## src/rtl/uart_imem_loader.sv

```systemverilog
// uart_imem_loader
//   Boot-time loader sitting between the UART receiver and the instruction
//   memory. Received bytes are packed little-endian into 32-bit words and
//   written to consecutive word addresses. The CPU is held in reset until the
//   terminator word arrives. Partial words are dropped on inter-byte timeout
//   or BREAK. Words that arrive while the memory is full are dropped and
//   flagged.
//
// Ports
//   clk, rst     system clock, synchronous active-high reset
//   load_en      level-sensitive load enable
//   rx_valid     one-cycle strobe, rx_data holds a received byte
//   rx_data      received byte
//   rx_break     one-cycle strobe, UART BREAK detected
//   mem_we       one-cycle instruction memory write strobe
//   mem_addr     word write address
//   mem_wdata    word write data
//   cpu_rst      active-high reset to the core
//   write_done   sticky, load complete
//   word_count   number of words written so far
//   frame_err    sticky, a partial word was discarded
//   ovf_err      sticky, a word was dropped because the memory was full
module uart_imem_loader #(
  parameter int          ADDR_W      = 8,
  parameter logic [31:0] END_WORD    = 32'hFFFF_FFFF,
  parameter int          TIMEOUT_CYC = 200000
) (
  input  logic              clk,
  input  logic              rst,
  input  logic              load_en,
  input  logic              rx_valid,
  input  logic [7:0]        rx_data,
  input  logic              rx_break,
  output logic              mem_we,
  output logic [ADDR_W-1:0] mem_addr,
  output logic [31:0]       mem_wdata,
  output logic              cpu_rst,
  output logic              write_done,
  output logic [ADDR_W:0]   word_count,
  output logic              frame_err,
  output logic              ovf_err
);

  localparam int CNT_W = ADDR_W + 1;
  localparam int TMO_W = $clog2(TIMEOUT_CYC + 1);
  localparam logic [TMO_W-1:0] TMO_LAST = TMO_W'(TIMEOUT_CYC - 1);

  typedef enum logic [1:0] {IDLE, LOAD, DONE} state_t;

  state_t            state_q, state_d;
  logic [1:0]        byteIdx_q, byteIdx_d;
  logic [31:0]       asm_q, asm_d;
  logic [TMO_W-1:0]  tmo_q, tmo_d;
  logic              memWe_q, memWe_d;
  logic [ADDR_W-1:0] memAddr_q, memAddr_d;
  logic [31:0]       memWdata_q, memWdata_d;
  logic              cpuRst_q, cpuRst_d;
  logic              writeDone_q, writeDone_d;
  logic [CNT_W-1:0]  wordCount_q, wordCount_d;
  logic              frameErr_q, frameErr_d;
  logic              ovfErr_q, ovfErr_d;
  logic [31:0]       fullWord;

  // The word as it will look once the current byte lands in lane 3.
  assign fullWord = {rx_data, asm_q[23:0]};

  // Next-state logic. Priority inside LOAD is abort, then BREAK (which also
  // swallows a simultaneous byte), then byte reception, then the timeout.
  // A full memory is detected by the top bit of word_count, which is set
  // only once exactly 2^ADDR_W words have been written.
  always_comb begin
    state_d     = state_q;
    byteIdx_d   = byteIdx_q;
    asm_d       = asm_q;
    tmo_d       = tmo_q;
    memWe_d     = 1'b0;
    memAddr_d   = memAddr_q;
    memWdata_d  = memWdata_q;
    cpuRst_d    = cpuRst_q;
    writeDone_d = writeDone_q;
    wordCount_d = wordCount_q;
    frameErr_d  = frameErr_q;
    ovfErr_d    = ovfErr_q;

    case (state_q)
      IDLE: begin
        cpuRst_d    = 1'b1;
        byteIdx_d   = '0;
        tmo_d       = '0;
        memAddr_d   = '0;
        wordCount_d = '0;
        if (load_en) begin
          state_d = LOAD;
        end
      end

      LOAD: begin
        if (!load_en) begin
          state_d     = IDLE;
          byteIdx_d   = '0;
          tmo_d       = '0;
          memAddr_d   = '0;
          wordCount_d = '0;
        end else if (rx_break) begin
          if (byteIdx_q != 2'd0) begin
            byteIdx_d  = '0;
            tmo_d      = '0;
            frameErr_d = 1'b1;
          end
        end else if (rx_valid) begin
          tmo_d                          = '0;
          asm_d[{byteIdx_q, 3'b000} +: 8] = rx_data;
          byteIdx_d                      = byteIdx_q + 2'd1;
          if (byteIdx_q == 2'd3) begin
            if (fullWord == END_WORD) begin
              state_d     = DONE;
              writeDone_d = 1'b1;
              cpuRst_d    = 1'b0;
            end else if (!wordCount_q[ADDR_W]) begin
              memWe_d     = 1'b1;
              memWdata_d  = fullWord;
              memAddr_d   = wordCount_q[ADDR_W-1:0];
              wordCount_d = wordCount_q + CNT_W'(1);
            end else begin
              ovfErr_d = 1'b1;
            end
          end
        end else if (byteIdx_q != 2'd0) begin
          // Fires on the TIMEOUT_CYC-th idle cycle, so a byte arriving right
          // after it starts a fresh word.
          if (tmo_q == TMO_LAST) begin
            byteIdx_d  = '0;
            tmo_d      = '0;
            frameErr_d = 1'b1;
          end else begin
            tmo_d = tmo_q + TMO_W'(1);
          end
        end
      end

      DONE: begin
        cpuRst_d    = 1'b0;
        writeDone_d = 1'b1;
      end

      default: begin
        state_d = IDLE;
      end
    endcase
  end

  // State register; reset abandons any partial word without writing it.
  always_ff @(posedge clk) begin
    if (rst) begin
      state_q     <= IDLE;
      byteIdx_q   <= '0;
      asm_q       <= '0;
      tmo_q       <= '0;
      memWe_q     <= 1'b0;
      memAddr_q   <= '0;
      memWdata_q  <= '0;
      cpuRst_q    <= 1'b1;
      writeDone_q <= 1'b0;
      wordCount_q <= '0;
      frameErr_q  <= 1'b0;
      ovfErr_q    <= 1'b0;
    end else begin
      state_q     <= state_d;
      byteIdx_q   <= byteIdx_d;
      asm_q       <= asm_d;
      tmo_q       <= tmo_d;
      memWe_q     <= memWe_d;
      memAddr_q   <= memAddr_d;
      memWdata_q  <= memWdata_d;
      cpuRst_q    <= cpuRst_d;
      writeDone_q <= writeDone_d;
      wordCount_q <= wordCount_d;
      frameErr_q  <= frameErr_d;
      ovfErr_q    <= ovfErr_d;
    end
  end

  assign mem_we     = memWe_q;
  assign mem_addr   = memAddr_q;
  assign mem_wdata  = memWdata_q;
  assign cpu_rst    = cpuRst_q;
  assign write_done = writeDone_q;
  assign word_count = wordCount_q;
  assign frame_err  = frameErr_q;
  assign ovf_err    = ovfErr_q;

endmodule

```

## config.mk

```make
export PLATFORM = sky130hd
export DESIGN_NAME = uart_imem_loader
export DESIGN_NICKNAME = d
export VERILOG_FILES = /design/src/rtl/uart_imem_loader.sv
export SDC_FILE = /design/constraint.sdc
export NUM_CORES = 1
export LEC_CHECK = 0
export BUFFER_PORTS_ARGS = -buffer_cell sky130_fd_sc_hd__buf_2
export CAP_MARGIN = 20
export CORE_UTILIZATION = 60
export CTS_CLUSTER_SIZE = 24
export DETAILED_ROUTE_END_ITERATION = 12
export PLACE_DENSITY_LB_ADDON = 0.15
export SLEW_MARGIN = 20
export SYNTH_ARGS = -nofsm -noshare
export SYNTH_HDL_FRONTEND = slang
export SYNTH_SLANG_ARGS = --single-unit
```

## constraint.sdc

```tcl
create_clock -name clk -period 5.6 [get_ports clk]
set_input_delay 1.12 -clock clk [delete_from_list [all_inputs] [get_ports clk]]
set_output_delay 1.12 -clock clk [all_outputs]
set_load 0.01 [all_outputs]
```

==> impl_metrics.env <==
export IMPL_rows=30
export IMPL_tritoncts="done"
export IMPL_antenna_found_initial=0
export IMPL_firstDrtPassIters=4
export IMPL_powerDensity_mw_per_mm2=262
export IMPL_synth_edf_count=0
export IMPL_pwr_share_comb_pct=7.8
export IMPL_critPathArrivalTime_ns=2.86
export IMPL_clkPwrFrac_pct=35.3
export IMPL_status="completed"
export IMPL_grt_overflow_total=0
export IMPL_cts_resized=0
export IMPL_yosysWarnings=0
export IMPL_grtUsageTotal_pct=25.7
export IMPL_portBuffers=66
export IMPL_num_vias=3527
export IMPL_diodes=0
export IMPL_final_util_pct=70.8
export IMPL_finalHoldViolCount=0
export IMPL_placed_cell_area_sq_mm=0.00464
export IMPL_clk_pin_slew_ns=0.09
export IMPL_first_global_vias=3168
export IMPL_whs_ns=0.477
export IMPL_maxCapViolations=0
export IMPL_yosysTopAreaCellShare_pct=47.1
export IMPL_p_leak_nw=1.76
export IMPL_syn_inst=472
export IMPL_drive_gt1_share_pct=17.4
export IMPL_fin_area_sq_mm=0.00483
export IMPL_ios=67
export IMPL_area_delta_synth_final_pct=13.6
export IMPL_setup_ws_ns=2.97
export IMPL_seq_area_frac_synth_pct=47.1
export IMPL_p_seq_share_pct=56.9
export IMPL_netlist_area_sq_mm=0.00425
export IMPL_max_freq_ghz=0.380
export IMPL_tightest_slew_ns=0.877
export IMPL_grt_pass1_wl_um=15100
export IMPL_crit_type="in -> reg"
export IMPL_gp_congestion=0.821
export IMPL_switching_power_mw=0.305
export IMPL_timing_slew_headroom_pct=41.4
export IMPL_synth_top_cell_by_area="dfxtp_1"
export IMPL_fin_skew_ns=0.0168
export IMPL_final_period_utilization_pct=46.9
export IMPL_core_area_sq_mm=0.00683
export IMPL_layout_min_cycle_time_ns=2.63
export IMPL_ys_top_cells_by_area="dfxtp_1 47%, mux2i_1 9.2%, nor2_1 6.4%, nand2_1 4.2%, nand3_1 4.1%"
export IMPL_routedWlPerCell_um=14.4
export IMPL_htreeDepth=3
export IMPL_vdd_ir_drop_max_mv=0.195
export IMPL_cts_setup_buffers=0
export IMPL_post_dp_hpwl_um=6270
export IMPL_drt_vias_per_instance=5.60
export IMPL_syn_area_per_cell_sq_um=9.01
export IMPL_clk_path_buf_depth=2
export IMPL_synth_common_cells="100 x dfxtp_1, 73 x nor2_1, 48 x nand2_1, 39 x mux2i_1, 35 x nand3_1"
export IMPL_nNetsFinal=553
export IMPL_numClockSinks=100
export IMPL_rsz0062_at_grt="false"
export IMPL_worstHoldPathType="reg -> reg"
export IMPL_worstPathMaxFanout=27
export IMPL_die_w_um=86.2
export IMPL_switching_share_pct=24.1
export IMPL_wirelength_um=9040
export IMPL_drt_iter0_drc=299
export IMPL_cts_hold_buf=0
export IMPL_dpl_worst_slack_ns=2.60
export IMPL_ant_nets=0
export IMPL_ys_flop_type="dfxtp_1"
export IMPL_dieArea_sq_mm=0.00743
export IMPL_synth_most_common_cell="dfxtp_1"
export IMPL_drc=0
export IMPL_cts_buffers=9
export IMPL_synth_net_count=495
export IMPL_root_buffer="clkbuf_8"
export IMPL_die_h_um=86.2
export IMPL_endpoint_kind="flop"
export IMPL_drv_slew=0
export IMPL_start_util_pct=62.3
export IMPL_p_int_mw=0.961
export IMPL_synth_seq_cells=100
export IMPL_finalSetupTns_ns=0
export IMPL_worstPathRequired_ns=5.83
export IMPL_grt_max_degree=83
export IMPL_setup_viol=0
export IMPL_crit_path_start_kind="primary input"
export IMPL_clk_latency_ns=0.37
export IMPL_synthArstFlopShare_pct=0
export IMPL_synthDistinctLibCells=46
[power groups by stage]
stage	clock, mW	combinational, mW	sequential [mW]
floorplan	0	0.0704	0.736
global placement	0	0.0965	0.737
detailed placement	0	0.0976	0.737
CTS	0.456	0.0979	0.720
global route	0.489	0.110	0.721
finish	0.447	0.0987	0.720
[sequential cells by signal, summed over array words and instances, names as in the netlist]
signal,cells
mem_we,1
ovf_err,1
word_count,9
state_q,2
cpu_rst,1
frame_err,1
write_done,1
byteIdx_q,2
mem_addr,8
asm_q,24
mem_wdata,32
tmo_q,18
[logic make-up after synthesis]
| family | Yosys count | share of synthesized area (%) |
|---|---|---|
| mux | 39 | 9.18 |
| flops | 100 | 47.1 |
| simple gates | 209 | 23.7 |
| buf+inv | 30 | 3.06 |
| xor+xnor | 17 | 3.50 |
| fa+ha+maj | 10 | 2.94 |
| compound gates | 67 | 10.6 |
[per-stage QoR]
| stage | power, mW | instances |
|---|---|---|
| final | 1.27 | 630 |
| after global routing | 1.32 | 630 |
| after CTS | 1.27 | 630 |
| after detailed placement | 0.835 | 615 |
| after global placement | 0.833 | 615 |
| after floorplan | 0.807 | 472 |
[path summary, 6_finish.rpt]
path	slack, ns	to	cells after the start	start
setup / recovery	2.97	mem_wdata[13]	7	rx_break
hold / removal	0.48	asm_q[13]	2	asm_q[13]
setup reg to reg	3.13	mem_wdata[13]	8	state_q[1]
hold reg to reg	0.48	asm_q[13]	2	asm_q[13]
[worst max-delay path, cell delays in order]
cell and delay [ns]:
buf_2 0.12, and4b_1 0.48, nand2_1 0.17, a211oi_4 0.25, buf_4 0.38, mux2i_1 0.26, nor2_1 0.06
[metal layers]
metal / GRT usage, % / part of all wire [%]
met1: 35.5 / 47
met2: 40.2 / 46
met5: 0 / 0
met4: 10.0 / 1.6
met3: 4.67 / 4.8
[cells in the final DEF (no fill, tap or decap), types with 3 or more instances in the layout]
| cell type | instances |
|---|---|
| dfxtp_1 | 100 |
| nor2_1 | 73 |
| buf_2 | 66 |
| nand2_1 | 48 |
| mux2i_1 | 39 |
| nand3_1 | 35 |
| a21oi_1 | 34 |
| nand4_1 | 13 |
| ha_1 | 10 |
| clkbuf_8 | 10 |
| xor2_1 | 9 |
| a32oi_1 | 9 |
| xnor2_1 | 8 |
| inv_1 | 7 |
| o21ai_0 | 7 |
| nor3_1 | 7 |
| or3_1 | 5 |
| and2_1 | 4 |
| buf_4 | 4 |
| nor4_2 | 3 |
| nor3b_1 | 3 |
| nor2b_1 | 3 |
| a211oi_1 | 3 |
[area by class of cell]
type                       instances  area [sq um]
clock buffer                      11           141
clock inverter                     4          50.0
fill                             557          2000
inverter                           7          26.3
multi-input combinational        342          2130
sequential                       100          2000
tap                               96           120
timing repair buffer              70           360
Note: power is estimated with default switching activity, not from simulation.
